==> src/rtl/seg_scan.sv <==
// Six-digit multiplexed 7-segment scanner with per-digit blink and decimal points.
// Optional build macro LZ_BLANK_EN blanks digit 5 when it holds 0 (leading-zero suppression).
module seg_scan #(
    parameter int unsigned SCAN_DIV  = 25000,
    parameter int unsigned BLINK_DIV = 80
) (
    input  logic       clk_in,
    input  logic       rst,
    input  logic [3:0] q0,
    input  logic [3:0] q1,
    input  logic [3:0] q2,
    input  logic [3:0] q3,
    input  logic [3:0] q4,
    input  logic [3:0] q5,
    input  logic [2:0] blink_sel,
    input  logic [5:0] dp_mask,
    output logic [6:0] seg,
    output logic       dp,
    output logic [5:0] dig_en,
    output logic       scan_tick
);

    localparam int unsigned CW = $clog2(SCAN_DIV);
    localparam int unsigned FW = $clog2(BLINK_DIV + 1);
    localparam logic [CW-1:0] CNT_LAST   = CW'(SCAN_DIV - 1);
    localparam logic [FW-1:0] FRAME_LAST = FW'(BLINK_DIV - 1);

    logic [CW-1:0] r_cnt;
    logic [2:0]    r_idx;
    logic [FW-1:0] r_frame;
    logic          r_phase;
    logic [6:0]    r_seg;
    logic          r_dp;
    logic [5:0]    r_dig_en;
    logic          r_tick;

    logic [3:0] w_digit;
    logic       w_dp_req;
    logic [6:0] w_seg_dec;
    logic       w_blank;
    logic       w_slot_start;
    logic       w_slot_end;

    assign w_slot_start = (r_cnt == '0);
    assign w_slot_end   = (r_cnt == CNT_LAST);
    assign w_blank      = r_phase && (r_idx == blink_sel);

    always_comb begin
        w_digit  = 4'd0;
        w_dp_req = 1'b0;
        case (r_idx)
            3'd0: begin w_digit = q0; w_dp_req = dp_mask[0]; end
            3'd1: begin w_digit = q1; w_dp_req = dp_mask[1]; end
            3'd2: begin w_digit = q2; w_dp_req = dp_mask[2]; end
            3'd3: begin w_digit = q3; w_dp_req = dp_mask[3]; end
            3'd4: begin w_digit = q4; w_dp_req = dp_mask[4]; end
            3'd5: begin w_digit = q5; w_dp_req = dp_mask[5]; end
            default: ;
        endcase
    end

    // Active-low segments {g,f,e,d,c,b,a}; non-BCD codes blank the digit.
    always_comb begin
        case (w_digit)
            4'd0:    w_seg_dec = 7'h40;
            4'd1:    w_seg_dec = 7'h79;
            4'd2:    w_seg_dec = 7'h24;
            4'd3:    w_seg_dec = 7'h30;
            4'd4:    w_seg_dec = 7'h19;
            4'd5:    w_seg_dec = 7'h12;
            4'd6:    w_seg_dec = 7'h02;
            4'd7:    w_seg_dec = 7'h78;
            4'd8:    w_seg_dec = 7'h00;
            4'd9:    w_seg_dec = 7'h10;
            default: w_seg_dec = 7'h7F;
        endcase
`ifdef LZ_BLANK_EN
        if (r_idx == 3'd5 && w_digit == 4'd0) begin
            w_seg_dec = 7'h7F;
        end
`endif
    end

    always_ff @(posedge clk_in) begin
        if (!rst) begin
            r_cnt    <= '0;
            r_idx    <= 3'd0;
            r_frame  <= '0;
            r_phase  <= 1'b0;
            r_seg    <= 7'h7F;
            r_dp     <= 1'b1;
            r_dig_en <= 6'h3F;
            r_tick   <= 1'b0;
        end else begin
            r_tick <= 1'b0;
            if (w_slot_end) begin
                // Inter-slot gap: all digits off while idx moves on.
                r_cnt    <= '0;
                r_dig_en <= 6'h3F;
                r_tick   <= 1'b1;
                if (r_idx == 3'd5) begin
                    r_idx <= 3'd0;
                    if (r_frame == FRAME_LAST) begin
                        r_frame <= '0;
                        r_phase <= ~r_phase;
                    end else begin
                        r_frame <= r_frame + FW'(1);
                    end
                end else begin
                    r_idx <= r_idx + 3'd1;
                end
            end else begin
                r_cnt <= r_cnt + CW'(1);
            end
            if (w_slot_start) begin
                r_seg    <= w_blank ? 7'h7F : w_seg_dec;
                r_dp     <= w_blank ? 1'b1 : ~w_dp_req;
                r_dig_en <= ~(6'd1 << r_idx);
            end
        end
    end

    assign seg       = r_seg;
    assign dp        = r_dp;
    assign dig_en    = r_dig_en;
    assign scan_tick = r_tick;

endmodule

==> config.mk <==
export PLATFORM = sky130hd
export DESIGN_NAME = seg_scan
export DESIGN_NICKNAME = d
export VERILOG_FILES = /design/src/rtl/seg_scan.sv
export SDC_FILE = /design/constraint.sdc
export NUM_CORES = 1
export LEC_CHECK = 0
export BUFFER_PORTS_ARGS = -buffer_cell sky130_fd_sc_hd__buf_4
export CAP_MARGIN = 5
export CORE_MARGIN = 2
export CORE_UTILIZATION = 25
export DETAILED_ROUTE_END_ITERATION = 7
export GPL_TIMING_DRIVEN = 0
export PLACE_DENSITY = 0.48
export SYNTH_ARGS = -nofsm -noshare
export SYNTH_HDL_FRONTEND = slang
export SYNTH_SLANG_ARGS = --single-unit
export TNS_END_PERCENT = 100
==> constraint.sdc <==
create_clock -name clk_in -period 4.2 [get_ports clk_in]
set_input_delay 0.21 -clock clk_in [delete_from_list [all_inputs] [get_ports clk_in]]
set_output_delay 0.21 -clock clk_in [all_outputs]
set_load 0.03 [all_outputs]
==> summary.txt, run 1 <==
Drt
  • Final wirelength: slightly below 6000 um
  • Initial DRC count: 58
  • Routed WL per cell: around 13 um
  • Met3 routed WL: around 360 um
  • Vias: ~2000
  • Post-DRT Antenna Nets: 0
  • Post-DR vias/cell: ~4.6
  • WL met2: approximately 2600 um
  • M1 wire length: between 2000 and 3000 um
  • DR DRC count: 0
  • Max Used Layer: met4
  • DR pass1 iterations: 4

Placement
  • DP Wirelength: ~4500 um
  • Routability cong.: just under 0.8
  • Port bufs: 49
  • Dpl cell area: around 0.0028 mm^2

STA
  • Hold slack: a little under 0.3 ns
  • Relative slew slack: a little over two thirds
  • Final Hold Fails: 0
  • Fin crit share: between 60 and 70%
  • Sum Neg Setup Slack: 0 ns
  • Fin Clk Skew: roughly 0.016 ns
  • RSZ-0062 raised after global routing: no
  • Post-layout minimum cycle time: 2.722 ns
  • Fmax: between 300 and 400 MHz
  • # setup viols final: 0
  • Max Slew Vio Count: 0
  • Worst slew pin tran: between 0.4 and 0.5 ns

Die
  • Core area: between 0.009 and 0.01 mm^2
  • Ports: 50
  • Site row count: 35
  • Initial Util: between 20% and 30%
  • Chip width: a little over 100 um
  • Die ar.: ~0.01 mm^2
  • Die H: ~100 um

Finish
  • Area Growth Syn to Fin: 25.55%
  • Final instance area: 0.002939 mm^2
  • Share of layout cells above drive strength 1: between 20 and 30%
  • Final net count: 370
  • ANT cells: 0

Yosys
  • Syn nets: 314
  • Register area share after synthesis: 35.06%
  • Top cells by area, synth: dfxtp_1 (35%), nor2_1 (5.8%), xnor2_1 (5.6%)
  • Largest area contributor in the netlist: dfxtp_1
  • EDFF count, synth: 0
  • Top-area cell type share of the netlist area: a little over a third
  • Synth Flop Type: dfxtp_1
  • Fraction of registers with async set/reset: 0%
  • Syn Inst Count: 270
  • Syn avg cell area: 8.670 um^2
  • Cell variety after synth: 57
  • Cell Area, Synth: ~0.0023 mm^2
  • #FFs+latches synth: just over 40
  • Most frequent cell after synthesis: dfxtp_1
  • Post-synth top cells: dfxtp_1 (41), nor2_1 (36), nand2_1 (32)
  • Synth warn: 0

Outcome
  • Outcome: finished, final reports clean

Clocking
  • Number of hold buffers added after CTS: 0
  • CTS buffer count: 5
  • Worst-skew pair later-pin latency: 0.30 ns
  • CTS tree: done
  • Post-CTS setup buffers: 0
  • Clock sink count: ~40
  • Max clock buf depth: 2
  • CTS Root Buffer Type: clkbuf_8
  • Clk slew on worst S/H paths: 0.10 ns
  • CTS H-Tree Depth: 2
  • Resized cells post-CTS: 0

Worst setup path
  • WP data required: approximately 4.4 ns
  • CP peak stage delay: 0.43 ns
  • Crit-path max FO: 10
  • Top delay family on crit path: adder cells
  • Most used cell, CP: nand2_1
  • WP depth: 13
  • Slowest CP cell: a2111o_1
  • CP arrival: ~2.9 ns
  • Worst-path cell chain: buf_6 -> buf_4 -> and2_1 -> ha_1 -> nand2_1 -> o21ai_1 -> a2111o_1 -> nand2_1 -> inv_1 -> ha_1 -> mux2_2 -> nand2_1 -> a21oi_2
  • Startpoint Class: register
  • Buffers & Inverters on Critical Path: 3
  • RR Startpoint: r_idx[0]
  • Reg2reg path depth: 13
  • Type of the worst setup path: reg -> reg
  • Critical path origin: r_idx[0]
  • Crit path capture type: register

Global routing
  • Number of global-route vias before repair: a little under 2000
  • GRT Total Usage: 11.59%
  • First-pass GRT wire length: between 9000 and 10000 um
  • Grt total ovfl: 0
  • Pin count of the biggest net entering global routing: 15
  • Initial antenna violation count: 0

Power and ir drop
  • Power Density: about 270 mW/mm^2
  • VDD IR max: between 0.1 and 0.15 mV
  • Leakage: between 0.001 and 0.0015 uW

Min path
  • Hold Crit Class: in -> reg
  • Worst hold path startpoint: rst
  • Worst Hold Depth: 3

Flow run
  • Max Cap Viol: 0
[final cells by class]
class | instances | area, um^2
Clock buffer | 5 | 68.82
Timing Repair Buffer | 49 | 367.9
Clock inverter | 3 | 22.52
Fill cell | 972 | 6213
Sequential cell | 41 | 820.8
Inverter | 9 | 33.78
Buffer | 12 | 77.57
Multi-Input combinational cell | 208 | 1409
Tap cell | 111 | 138.9
[final timing paths]
path	to	slack (ns)
setup / recovery	seg[3]	1.48
hold / removal	r_cnt[13]	0.29
setup reg to reg	seg[3]	1.48
hold reg to reg	dig_en[4]	0.50
[cells by family (layout without fill, tap and decap cells)]
kind of cell / Yosys count / after routing / synth area share [%]
AO/OA/AOI/OAI: 43 / 43 / 14.38
XOR/XNOR: 22 / 22 / 8.231
adder cells (fa/ha/maj): 9 / 9 / 4.810
buffers and inverters: 21 / 78 / 4.757
flip-flops: 41 / 41 / 35.06
multiplexers: 7 / 7 / 3.634
AND/OR/NAND/NOR: 127 / 127 / 29.13
[registers in the layout (all words and copies together), names as in the netlist]
register   count
r_cnt         15
r_frame        7
seg            7
dig_en         6
r_idx          3
dp             1
r_phase        1
scan_tick      1
[report_power, final]
group          total (uW)  leakage [uW]  switching, uW  internal (uW)
sequential            408      0.000333           7.40            400
clock                 266     0.0000364            149            117
combinational         131      0.000813           70.8           60.5
[tightest hold or removal path, delay by kind of cell]
kind,cells,cell delay (ns)
AND/OR/NAND/NOR,2,0.24
buffers and inverters,1,0.11
[layout by cell type (no fill, tap or decap), types with 2 or more instances in the layout]
master	n
a21boi_1	4
a21oi_1	5
a21oi_2	6
and2_1	3
and3_1	7
and4_1	2
buf_2	2
buf_4	53
buf_6	2
clkbuf_1	4
clkbuf_8	5
clkinvlp_4	3
dfxtp_1	41
ha_1	9
inv_1	8
mux2_2	2
mux2i_1	4
nand2_1	32
nand2b_1	2
nand3_1	9
nand3b_1	8
nand4_2	2
nand4b_1	2
nor2_1	36
nor2b_1	3
nor3_1	6
nor3_2	3
o21a_1	2
o21ai_0	4
o21ai_1	7
o22ai_1	2
o32ai_1	2
xnor2_1	15
xor2_1	7
[routing by layer]
layer / global-route usage (%) / vias up
met5: 0 / -
met4: 3.688 / 0
met3: 2.705 / 5
met2: 18.87 / 47
met1: 15.13 / 910
li1: - / 1048
[metrics by stage]
step	std cells	total power [uW]	setup slack, ns	util (%)
global placement	430	548.7	1.472	31.11
floorplan	270	493.2	1.763	-
detailed placement	430	549.8	1.473	31.11
CTS	438	821.3	1.469	32.11
finish	438	805.0	1.478	32.11
global route	438	846.1	1.318	32.11
Note: power is estimated with default switching activity, not from simulation.
==> run 2, diff against run 1 <==
==> constraint.sdc (replaced) <==
create_clock -name clk_in -period 2.8 [get_ports clk_in]
set_input_delay 0.14 -clock clk_in [delete_from_list [all_inputs] [get_ports clk_in]]
set_output_delay 0.14 -clock clk_in [all_outputs]
set_load 0.03 [all_outputs]
==> summary.txt, run 2 (synthesis results as in run 1) <==
Power and ir drop
  • Power Density: 410.2 mW/mm^2
  • Logic pwr share: 16.3%
  • Sequential Power Share: between 50% and 60%
  • Internal: roughly 870 uW
  • Leakage: about 0.0012 uW
  • Switching Share: 28.25%
  • Psw: 341.2 uW
  • Clock Power Share: about 33%
  • Overall Power: between 1000 and 1500 uW
  • VDD IR max: approximately 0.16 mV

Drt
  • DR DRC count: 0
  • Max Used Layer: met4
  • WL met2: approximately 2600 um
  • DR pass1 iterations: 4
  • Vias: approximately 2000
  • M1 wire length: slightly below 3000 um
  • Met3 routed WL: 361 um
  • Final wirelength: a little under 6000 um
  • Initial DRC count: 56
  • Post-DR vias/cell: 4.596
  • Post-DRT Antenna Nets: 0
  • Routed WL per cell: 13.45 um

STA
  • Post-layout minimum cycle time: ~2.6 ns
  • Fin crit share: a little over 90%
  • Max Slew Vio Count: 0
  • Fin worst setup slack: 0.2009 ns
  • Relative slew slack: slightly above 70%
  • Worst slew pin tran: between 0.4 and 0.5 ns
  • Fmax: ~380 MHz
  • RSZ-0062 raised after global routing: no
  • Fin Clk Skew: around 0.016 ns
  • # setup viols final: 0
  • Final Hold Fails: 0
  • Sum Neg Setup Slack: 0 ns

Clocking
  • CTS H-Tree Depth: 2
  • Clk slew on worst S/H paths: 0.10 ns
  • Worst-skew pair later-pin latency: around 0.3 ns
  • CTS tree: done
  • Max clock buf depth: 2
  • Clock sink count: approximately 40
  • CTS buffer count: 5
  • Post-CTS setup buffers: 0
  • CTS Root Buffer Type: clkbuf_8

Worst setup path
  • Crit-path max FO: 10
  • Crit path capture type: register
  • Startpoint Class: register
  • CP arrival: around 2.8 ns
  • WP data required: 2.99 ns
  • Type of the worst setup path: reg -> reg

Finish
  • Leading cell type in the layout, fill and taps excluded: buf_4
  • Share of layout cells above drive strength 1: 27.52%
  • Area Growth Syn to Fin: 25.76%
  • Layout fillers: around 970
  • Final core occ: about 32%
  • Final instance area: approximately 0.0029 mm^2
  • Largest register FFs: 15
  • ANT cells: 0
  • Final net count: 370
  • Most frequent cells in the layout: buf_4 (53), dfxtp_1 (41), nor2_1 (36)
  • Top reg by flops: r_cnt

Die
  • Core area: 0.009153 mm^2
  • Die H: 100.8 um
  • Initial Util: roughly a quarter
  • Site row count: 35
  • Chip width: slightly above 100 um
  • Ports: 50
  • Die ar.: slightly above 0.01 mm^2

Placement
  • Port bufs: 49
  • Pre-CTS setup slack: 0.07267 ns
  • DP Wirelength: around 4500 um
  • Dpl cell area: approximately 0.0028 mm^2
  • Routability cong.: 0.7766

Global routing
  • Initial antenna violation count: 0
  • Pin count of the biggest net entering global routing: 15
  • First-pass GRT wire length: slightly above 9000 um
  • Grt total ovfl: 0
  • Number of global-route vias before repair: between 1500 and 2000
  • GRT Total Usage: a little under an eighth

Flow run
  • Max Cap Viol: 0

Min path
  • Hold Crit Class: in -> reg

Outcome
  • Outcome: finished, final reports clean
==> run 2: cell counts in the layout (fill, tap and decap cells not counted) <==
No cell type changed its count.
==> run 2: per-stage QoR <==
step / hold slack, ns / std cells
4_1_cts: 0.2110 / 438
3_5_place_dp: 0.4725 / 430
6_report: 0.2201 / 438
3_3_place_gp: 0.4654 / 430
2_1_floorplan: 0.3383 / 270
5_1_grt: 0.2396 / 438
==> run 2: power by group through the flow <==
stage	clock network, uW	registers (uW)	logic [uW]
6_report	399	612	197
5_1_grt	441	615	214
4_1_cts	420	612	200
3_5_place_dp	0	626	199
3_3_place_gp	0	625	198
2_1_floorplan	0	652	88.1
==> run 2: repair_timing <==
action / in CTS / in global routing
gates resized for setup: 0 / 2
endpoints found under the setup margin: 0 / 3
hold endpoints to repair: 0 / 0
hold buffers: 0 / 0
==> run 2: worst paths after layout <==
kind              startpoint        end  slack (ns)  cells after the start
hold reg to reg    dig_en[4]  dig_en[4]        0.50                      2
hold / removal           rst  r_cnt[13]        0.22                      3
setup / recovery    r_idx[0]     seg[3]        0.20                     13
setup reg to reg    r_idx[0]     seg[3]        0.20                     13
==> run 2: layout make-up <==
type	count	area, um^2	share of cell area, %
Clock buffer	5	68.82	2.337
Multi-Input combinational cell	208	1414	48.02
Inverter	9	33.78	1.147
Timing Repair Buffer	49	367.9	12.49
Buffer	12	77.57	2.635
Sequential cell	41	820.8	27.88
Clock inverter	3	22.52	0.7650
Tap cell	111	138.9	4.717
==> run 2: layer usage <==
metal,GRT usage (%),vias up
met2,18.87,48
met4,3.688,0
met1,15.13,912
met3,2.705,5
li1,-,1048
met5,0,-
==> run 2: worst max-delay path, cell delays in order (launching register included) <==
cell and delay, ns:
dfxtp_1 0.31, buf_6 0.13, buf_4 0.19, and2_1 0.15, ha_2 0.22, nand2_1 0.07
o21ai_1 0.06, a2111o_1 0.44, nand2_2 0.14, inv_1 0.07, ha_1 0.30, mux2_2 0.27
nand2_1 0.08, a21oi_2 0.06
